--- config.mk ---
export PLATFORM = sky130hd
export DESIGN_NAME = rx_buf_ctrl
export DESIGN_NICKNAME = d
export VERILOG_FILES = /design/src/rtl/rx_buf_ctrl.sv
export SDC_FILE = /design/constraint.sdc
export NUM_CORES = 1
export LEC_CHECK = 0
export BUFFER_PORTS_ARGS = -buffer_cell sky130_fd_sc_hd__buf_4
export CAP_MARGIN = 25
export CORE_MARGIN = 2
export CORE_UTILIZATION = 50
export CTS_BUF_LIST = sky130_fd_sc_hd__clkbuf_4 sky130_fd_sc_hd__clkbuf_8
export CTS_CLUSTER_DIAMETER = 80
export DETAILED_ROUTE_END_ITERATION = 16
export HOLD_SLACK_MARGIN = 0.03
export PLACE_DENSITY_LB_ADDON = 0.05
export SYNTH_ARGS = -nofsm -noshare
export SYNTH_HDL_FRONTEND = slang
export SYNTH_SLANG_ARGS = --single-unit
--- constraint.sdc ---
create_clock -name RX_CLK -period 3.3 [get_ports RX_CLK]
set_input_delay 0.66 -clock RX_CLK [delete_from_list [all_inputs] [get_ports RX_CLK]]
set_output_delay 0.66 -clock RX_CLK [all_outputs]
set_load 0.02 [all_outputs]
--- src/rtl/rx_buf_ctrl.sv ---
// Receive buffer controller: stores UDP payload bytes into a ring of fixed-size
// packet slots in the RX memory and presents committed packets to the host in order.
module rx_buf_ctrl #(
    parameter int SLOTS   = 4,
    parameter int SLOT_AW = 9
) (
    input  logic             RX_CLK,
    input  logic             rst,
    input  logic             rx_udp_data_v,
    input  logic [7:0]       rx_udp_data,
    input  logic             rx_abort,
    input  logic             pkt_rel,
    output logic             mem_we,
    output logic [10:0]      mem_addr,
    output logic [7:0]       mem_din,
    output logic             pkt_avail,
    output logic [1:0]       pkt_slot,
    output logic [SLOT_AW:0] pkt_len,
    output logic             rx_irq,
    output logic [7:0]       drop_cnt
);
    localparam int PW = $clog2(SLOTS);
    localparam int CW = PW + 1;
    localparam int LW = SLOT_AW + 1;
    localparam logic [LW-1:0] SLOT_BYTES = {1'b1, {SLOT_AW{1'b0}}};
    localparam logic [CW-1:0] FULL       = CW'(SLOTS);

    typedef enum logic [1:0] {
        IDLE,
        RECV,
        DROP
    } state_t;

    state_t          state_reg;
    logic [PW-1:0]   wr_ptr_reg;
    logic [PW-1:0]   rd_ptr_reg;
    logic [CW-1:0]   count_reg;
    logic [LW-1:0]   offset_reg;
    logic [7:0]      drop_cnt_reg;
    logic [LW-1:0]   len_reg [SLOTS];

    logic            mem_we_reg;
    logic [10:0]     mem_addr_reg;
    logic [7:0]      mem_din_reg;
    logic            pkt_avail_reg;
    logic [1:0]      pkt_slot_reg;
    logic [LW-1:0]   pkt_len_reg;
    logic            rx_irq_reg;

    logic            commit;
    logic            rel_ok;
    logic [PW-1:0]   wr_ptr_next;
    logic [PW-1:0]   rd_ptr_next;
    logic [CW-1:0]   count_next;
    logic [LW-1:0]   len_head_next;
    logic [7:0]      drop_cnt_next;

    always_comb begin
        commit        = (state_reg == RECV) && !rx_udp_data_v && !rx_abort;
        rel_ok        = pkt_rel && (count_reg != '0);
        wr_ptr_next   = commit ? wr_ptr_reg + PW'(1) : wr_ptr_reg;
        rd_ptr_next   = rel_ok ? rd_ptr_reg + PW'(1) : rd_ptr_reg;
        drop_cnt_next = (drop_cnt_reg == 8'hFF) ? drop_cnt_reg : drop_cnt_reg + 8'd1;
        case ({commit, rel_ok})
            2'b10:   count_next = count_reg + CW'(1);
            2'b01:   count_next = count_reg - CW'(1);
            default: count_next = count_reg;
        endcase
        // The slot being committed this cycle may become the head right away,
        // so its length must bypass the table write.
        if (commit && (rd_ptr_next == wr_ptr_reg)) begin
            len_head_next = offset_reg;
        end else begin
            len_head_next = len_reg[rd_ptr_next];
        end
    end

    // Length table carries no reset; stale entries are never exposed as valid.
    always_ff @(posedge RX_CLK) begin
        if (commit) begin
            len_reg[wr_ptr_reg] <= offset_reg;
        end
    end

    always_ff @(posedge RX_CLK) begin
        if (rst) begin
            state_reg     <= IDLE;
            wr_ptr_reg    <= '0;
            rd_ptr_reg    <= '0;
            count_reg     <= '0;
            offset_reg    <= '0;
            drop_cnt_reg  <= '0;
            mem_we_reg    <= 1'b0;
            mem_addr_reg  <= '0;
            mem_din_reg   <= '0;
            pkt_avail_reg <= 1'b0;
            pkt_slot_reg  <= '0;
            pkt_len_reg   <= '0;
            rx_irq_reg    <= 1'b0;
        end else begin
            mem_we_reg    <= 1'b0;
            rx_irq_reg    <= commit;
            wr_ptr_reg    <= wr_ptr_next;
            rd_ptr_reg    <= rd_ptr_next;
            count_reg     <= count_next;
            pkt_avail_reg <= (count_next != '0);
            pkt_slot_reg  <= 2'(rd_ptr_next);
            pkt_len_reg   <= len_head_next;

            case (state_reg)
                IDLE: begin
                    if (rx_udp_data_v) begin
                        if (count_reg != FULL) begin
                            mem_we_reg   <= 1'b1;
                            mem_addr_reg <= {wr_ptr_reg, SLOT_AW'(0)};
                            mem_din_reg  <= rx_udp_data;
                            offset_reg   <= LW'(1);
                            state_reg    <= RECV;
                        end else begin
                            drop_cnt_reg <= drop_cnt_next;
                            state_reg    <= DROP;
                        end
                    end
                end
                RECV: begin
                    // Abort outranks both the overflow check and the commit.
                    if (rx_abort) begin
                        drop_cnt_reg <= drop_cnt_next;
                        state_reg    <= DROP;
                    end else if (rx_udp_data_v) begin
                        if (offset_reg == SLOT_BYTES) begin
                            drop_cnt_reg <= drop_cnt_next;
                            state_reg    <= DROP;
                        end else begin
                            mem_we_reg   <= 1'b1;
                            mem_addr_reg <= {wr_ptr_reg, offset_reg[SLOT_AW-1:0]};
                            mem_din_reg  <= rx_udp_data;
                            offset_reg   <= offset_reg + LW'(1);
                        end
                    end else begin
                        state_reg <= IDLE;
                    end
                end
                DROP: begin
                    if (!rx_udp_data_v) begin
                        state_reg <= IDLE;
                    end
                end
                default: state_reg <= IDLE;
            endcase
        end
    end

    assign mem_we    = mem_we_reg;
    assign mem_addr  = mem_addr_reg;
    assign mem_din   = mem_din_reg;
    assign pkt_avail = pkt_avail_reg;
    assign pkt_slot  = pkt_slot_reg;
    assign pkt_len   = pkt_len_reg;
    assign rx_irq    = rx_irq_reg;
    assign drop_cnt  = drop_cnt_reg;

endmodule

=== Yosys cells after proc, flatten, opt, wreduce, memory -nomap -nowiden ===
Memory sizes are Yosys's and may differ from the RTL's. A register that Yosys moved wholly into a read port is not among the register bits.
Cells that the tools add are included.

* Mux-type cells: 42
* Reduce and logical (&&, ||, !) cells: 12
* Equal/unequal tests: 17
* Add/subtract/negate cells: 6

{| class="wikitable"
|+ Operator list
! operator !! count
|-
| $mux W8 || 11
|-
| $mux W11 || 5
|-
| $mux W10 || 5
|-
| $pmux W8 S2 || 2
|-
| $pmux W11 S2 || 1
|-
| $pmux W10 S2 || 1
|-
| $mux W2 || 7
|-
| $ne A2 B2 Y1 const B || 7
|-
| $add A10 B1 Y10 const B || 1
|-
| $eq A10 B10 Y1 const B || 1
|-
| $add A8 B1 Y8 const B || 1
|-
| $eq A8 B8 Y1 const B || 1
|-
| $mux W1 || 7
|-
| $ne A3 B3 Y1 const B || 2
|-
| $pmux W2 S3 || 1
|-
| $pmux W3 S2 || 1
|-
| $reduce_and A6 Y1 || 1
|-
| $reduce_bool A3 Y1 || 2
|-
| $reduce_and A5 Y1 || 1
|-
| $add A2 B1 Y2 const B || 2
|-
| $eq A2 B1 Y1 const B || 2
|-
| $eq A2 B2 Y1 const B || 2
|-
| $ne A4 B3 Y1 const B || 1
|-
| $add A3 B1 Y3 const B || 1
|-
| 8 further kinds || 11
|}

* Output and inout port bits: 42
* Logic and storage cells: 89
* Register bits after elaboration: 49
* Input bits: 13
* Memories kept: 1
* Memory bits (writable): 40

{| class="wikitable"
|+ Memory list
! memory !! depth !! width !! read ports !! clocked after Yosys merged registers in !! wr ports !! line !! RTL
|-
| len_reg || 4 || 10 || 1 || 1 || 1 || 40 || <nowiki>logic [LW-1:0] len_reg [SLOTS];</nowiki>
|}

=== Depth between registers and ports, before layout ===
* Depth in word-level cells: 6
* Mapped depth: 9
* Depth with buffers taken out: 9

=== Worst setup path after synthesis ===
Ideal clock, no wire load.

* Kind: input -> register
* Start point: input rx_abort
* End point: register pkt_avail_reg (netlist: pkt_avail)
* Cell stages on the path: 9
* Data required time: 3,167 ps
* Data arrival time: 2,337 ps
* Setup slack: 831 ps
* Buffers on the path: 0
* Setup time: 133 ps
* Cells stage by stage: or3b_4 > nor2_4 > inv_2 > ha_1 > fa_1 > xnor2_1 > nor2_1 > xnor2_1 > a31oi_1

* Word-level cells in the longest chain between the ends: 5
* Elaborated cells on any way between the ends: 6
* Classes of those cells: eq/ne (2); mux (1); reduce/logical (3)

{| class="wikitable"
|+ Ends and longest elaborated chain
! element !! line !! RTL
|-
| start, declared || 11 || <nowiki>input logic rx_abort,</nowiki>
|-
| $logic_not A1 Y1 * || 59 || <nowiki>commit = (state_reg == RECV) && !rx_udp_data_v && !rx_abort;</nowiki>
|-
| $logic_and A1 B1 Y1 * || 59 ||
|-
| $eq A2 B1 Y1 or $eq A2 B2 Y1 (tied branches) || 64 || <nowiki>case ({commit, rel_ok})</nowiki>
|-
| $pmux W3 S2 * || 64 ||
|-
| $reduce_bool A3 Y1 * || 106 || <nowiki>pkt_avail_reg <= (count_next != '0);</nowiki>
|-
| end signal, assigned || 106 ||
|-
| end, declared || 45 || <nowiki>logic pkt_avail_reg;</nowiki>
|}

Every way passes the cells marked *; elsewhere a longest branch is shown, timed or not.
A chain may end at the register's enable or synchronous reset.

=== Final worst setup path ===
* Start point: register state_reg[0]
* End point: register pkt_avail_reg (netlist: pkt_avail)

* Word-level cells in the longest chain between the ends: 6
* Elaborated cells on any way between the ends: 7
* Classes of those cells: eq/ne (3); mux (1); reduce/logical (3)

{| class="wikitable"
|+ Ends and longest elaborated chain
! element !! line !! RTL
|-
| start, declared || 34 || <nowiki>state_t state_reg;</nowiki>
|-
| start signal, assigned || 87 || <nowiki>state_reg <= IDLE;</nowiki>
|-
| start signal, assigned || 118 || <nowiki>state_reg <= RECV;</nowiki>
|-
| start signal, assigned || 121 || <nowiki>state_reg <= DROP;</nowiki>
|-
| $eq A2 B1 Y1 * || 59 ||
|-
| $logic_and A1 B1 Y1 * (2 in a row) || 59 ||
|-
| $eq A2 B1 Y1 or $eq A2 B2 Y1 (tied branches) || 64 ||
|-
| $pmux W3 S2 * || 64 ||
|-
| $reduce_bool A3 Y1 * || 106 ||
|}

Marked as above.

==> results.sh <==
export IMPL_max_clock_freq_ghz=0.417
export IMPL_antennaDiodeCount=0
export IMPL_proportion_of_layout_cells_with_a_drive_suffix_above_1_pct=24.6
export IMPL_ioPinCount=55
export IMPL_initial_drt_pass_iterations=4
export IMPL_post_synth_xor_area_fraction_pct=4.32
export IMPL_grtUsageTotal_pct=20.5
export IMPL_synth_yosys_seq_area_share_pct=53.8
export IMPL_cts_sinks=99
export IMPL_avgRoutedWirePerCell_um=16.6
export IMPL_seq_power_share_pct=55.4
export IMPL_first_global_vias=3101
export IMPL_cts_inserted_buffers=9
export IMPL_async_reset_ff_share_pct=0
export IMPL_antenna_violations_before_repair=0
export IMPL_remaining_drc_errors=0
export IMPL_clockBufferDepth=2
export IMPL_largest_reg_flops=40
export IMPL_place_detailed_hpwl_mm=6.24
export IMPL_p_leak_uw=0.00181
export IMPL_syn_cell_area_um2=4430
export IMPL_htree_levels=3
export IMPL_synth_adder_area_share_pct=2.71
export IMPL_final_hold_violation_count=0
export IMPL_crit_required_ns=3.53
export IMPL_mappedNetlistNets=430
export IMPL_first_pass_grt_wire_length_mm=15.7
export IMPL_clk_pin_slew_worst_paths_ns=0.09
export IMPL_final_antenna_net_count=0
export IMPL_drt_first_iter_violations=149
export IMPL_worst_ep_arrival_time_ns=2.63
export IMPL_portBuffers=54
export IMPL_clock_insertion_delay_worst_skew_ns=0.35
export IMPL_grt_start_max_net_pins=44
export IMPL_synth_edff_count=40
export IMPL_rows=34
export IMPL_min_delay_path_class="flop to flop"
export IMPL_placeableCoreArea_um2=8640
export IMPL_leading_area_contributor_after_synthesis="sky130_fd_sc_hd__edfxtp_1"
export IMPL_filler_instances=774
export IMPL_relSlewSlack_pct=56.0
export IMPL_path_max_fanout=8
export IMPL_initial_core_util_pct=51.3
export IMPL_ctsHoldBuffers=0
export IMPL_run_status="completed"
export IMPL_worstHoldStart="mem_addr[2]"
export IMPL_ys_ff_latch=99
export IMPL_p_clk_share_pct=32.4
export IMPL_maxSlewViolCount=0
export IMPL_clockRootBuffer="sky130_fd_sc_hd__clkbuf_8"
export IMPL_power_density_nw_per_um2=472
export IMPL_gr_total_overflow=0
export IMPL_synth_compound_area_share_pct=14.7
export IMPL_dominantRegCellSynth="sky130_fd_sc_hd__dfxtp_1"
export IMPL_post_route_period_util_pct=72.7
export IMPL_floorplan_die_width_um=98.1
export IMPL_timing_critical_path_from_type="flop"
export IMPL_area_growth_syn_to_layout_pct=14.5
export IMPL_cts_resized=0
export IMPL_end_of_the_worst_register_to_register_path="pkt_avail"
export IMPL_die_area_um2=9630
export IMPL_setup_total_negative_slack_ns=0
export IMPL_post_synth_cell_area_avg_um2=10.9
export IMPL_synth_top_family_by_area="simple AND/OR/NAND/NOR gates"
export IMPL_critical_r2r_launch="state_reg[0]"
export IMPL_via_per_inst=5.65
export IMPL_worstSetupPathType="flop to flop"
export IMPL_vdd_ir_drop_worst_mv=0.221
export IMPL_post_cts_buffers=0
export IMPL_hold_path_sink="mem_addr[2]"
export IMPL_cell_internal_pwr_uw=1780
export IMPL_p_comb_share_pct=12.1
export IMPL_setup_viol=0
export IMPL_synth_simple_area_share_pct=18.0
export IMPL_worst_r2r_setup_slack_ns=0.90
export IMPL_clock_skew_ns=0.0104
export IMPL_min_period_ns=2.40
export IMPL_vias_post_dr=3182
export IMPL_finalNetCount=472
export IMPL_timing_hold_worst_path_depth=2
export IMPL_place_gp_congestion=0.779
export IMPL_netlist_instances=408
export IMPL_dieHeight_um=98.1
export IMPL_grt_setup_unrepaired="false"
export IMPL_max_cap_violations=0
export IMPL_switching_share_pct=25.7
export IMPL_synth_top_cells_by_area="sky130_fd_sc_hd__edfxtp_1 (27%), sky130_fd_sc_hd__dfxtp_1 (27%), sky130_fd_sc_hd__nand2_1 (3.1%)"
export IMPL_power_switching_uw=616
export IMPL_unique_masters_post_synth=64
export IMPL_tritoncts="done"
export IMPL_yosys_warnings=0
export IMPL_worst_r2r_path_depth=9
export IMPL_cp_end_kind="flop"
export IMPL_setup_slack_ns=0.899
export IMPL_worst_pin_slew_ns=0.658
export IMPL_detailedPlace_worstSlack_ns=0.592
export IMPL_yosys_area_top_type_share_pct=27.1
export IMPL_synth_mux_area_fraction_pct=2.99
export IMPL_detail_route_wirelength_mm=9.33
[critical path, cell delays in order, from the launching register on]
cell	delay, ns
sky130_fd_sc_hd__dfxtp_1	0.46
sky130_fd_sc_hd__or3b_4	0.45
sky130_fd_sc_hd__nor2_4	0.17
sky130_fd_sc_hd__inv_2	0.09
sky130_fd_sc_hd__ha_1	0.24
sky130_fd_sc_hd__fa_1	0.38
sky130_fd_sc_hd__xnor2_1	0.13
sky130_fd_sc_hd__nor2_1	0.11
sky130_fd_sc_hd__xnor2_1	0.15
sky130_fd_sc_hd__a31oi_1	0.10
[worst max path at each step]
stage | start | to | slack [ns] | depth (start not counted)
finish | state_reg[0] | pkt_avail | 0.90 | 9
CTS | state_reg[0] | pkt_avail | 0.89 | 9
detailed placement | rx_abort | pkt_avail | 0.59 | 10
global placement | rx_abort | pkt_avail | 0.62 | 10
global route | offset_reg[4] | mem_din[2] | 0.69 | 6
floorplan | rx_abort | pkt_avail | 0.83 | 9
[power by group through the flow]
| stage | clock [uW] | sequential, uW | combinational (uW) |
|---|---|---|---|
| floorplan | 0 | 1380 | 168 |
| global placement | 0 | 1350 | 284 |
| detailed placement | 0 | 1350 | 291 |
| CTS | 796 | 1330 | 292 |
| global route | 843 | 1330 | 319 |
| finish | 776 | 1330 | 290 |
[logic make-up after synthesis]
kind of cell,Yosys count
simple gates,141
flops,99
compound gates,92
buf+inv,34
xor+xnor,21
mux,12
fa+ha+maj,9
[cell usage in the layout (no fill, tap or decap), types with 11 or more instances in the layout]
cell / instances
sky130_fd_sc_hd__a21oi_1: 23
sky130_fd_sc_hd__buf_4: 59
sky130_fd_sc_hd__dfxtp_1: 59
sky130_fd_sc_hd__edfxtp_1: 40
sky130_fd_sc_hd__nand2_1: 36
sky130_fd_sc_hd__nand3_1: 13
sky130_fd_sc_hd__nor2_1: 29
sky130_fd_sc_hd__nor3b_1: 11
sky130_fd_sc_hd__o21ai_0: 21
[through the flow]
step / hold slack [ns] / instances / utilization [%] / power (uW) / cell area [um2]
2_1_floorplan: 0.483 / 408 / - / 1550 / 4430
4_1_cts: 0.458 / 563 / 58.7 / 2410 / 5070
6_report: 0.459 / 563 / 58.7 / 2390 / 5070
5_1_grt: 0.483 / 563 / 58.7 / 2490 / 5070
3_3_place_gp: 0.440 / 547 / 56.5 / 1640 / 4880
3_5_place_dp: 0.445 / 547 / 56.5 / 1640 / 4880
[synth_stat cells (all sizes together), types with 3 or more instances]
| cell type | count |
|---|---|
| nand3 | 13 |
| nor3b | 12 |
| o22ai | 10 |
| xnor2 | 11 |
| inv | 6 |
| clkbuf | 17 |
| nor3 | 11 |
| nand2 | 36 |
| and3 | 3 |
| mux2 | 10 |
| and2 | 7 |
| dfxtp | 59 |
| nor2 | 32 |
| nand4 | 6 |
| nor2b | 4 |
| o221ai | 10 |
| ha | 8 |
| a21oi | 23 |
| o21ai | 25 |
| edfxtp | 40 |
| buf | 11 |
| a32o | 10 |
| xor2 | 10 |
| nor4 | 7 |
[routing by layer]
metal,vias up,global-route usage [%],part of all wire (%)
li1,1584,-,-
met2,80,32.9,48
met1,1514,28.3,47
met3,4,3.58,4.9
met4,0,6.52,0.45
met5,-,0,0
[area by class of cell]
type	count	area [um2]	share of cell area, %
clock buffer	10	131	2.59
clock inverter	6	65.1	1.28
inverter	6	22.5	0.444
multi-input combinational	275	1890	37.3
sequential	99	2380	47.0
tap	108	135	2.66
timing repair buffer	59	443	8.73
Power figures use the tool's default switching activity.
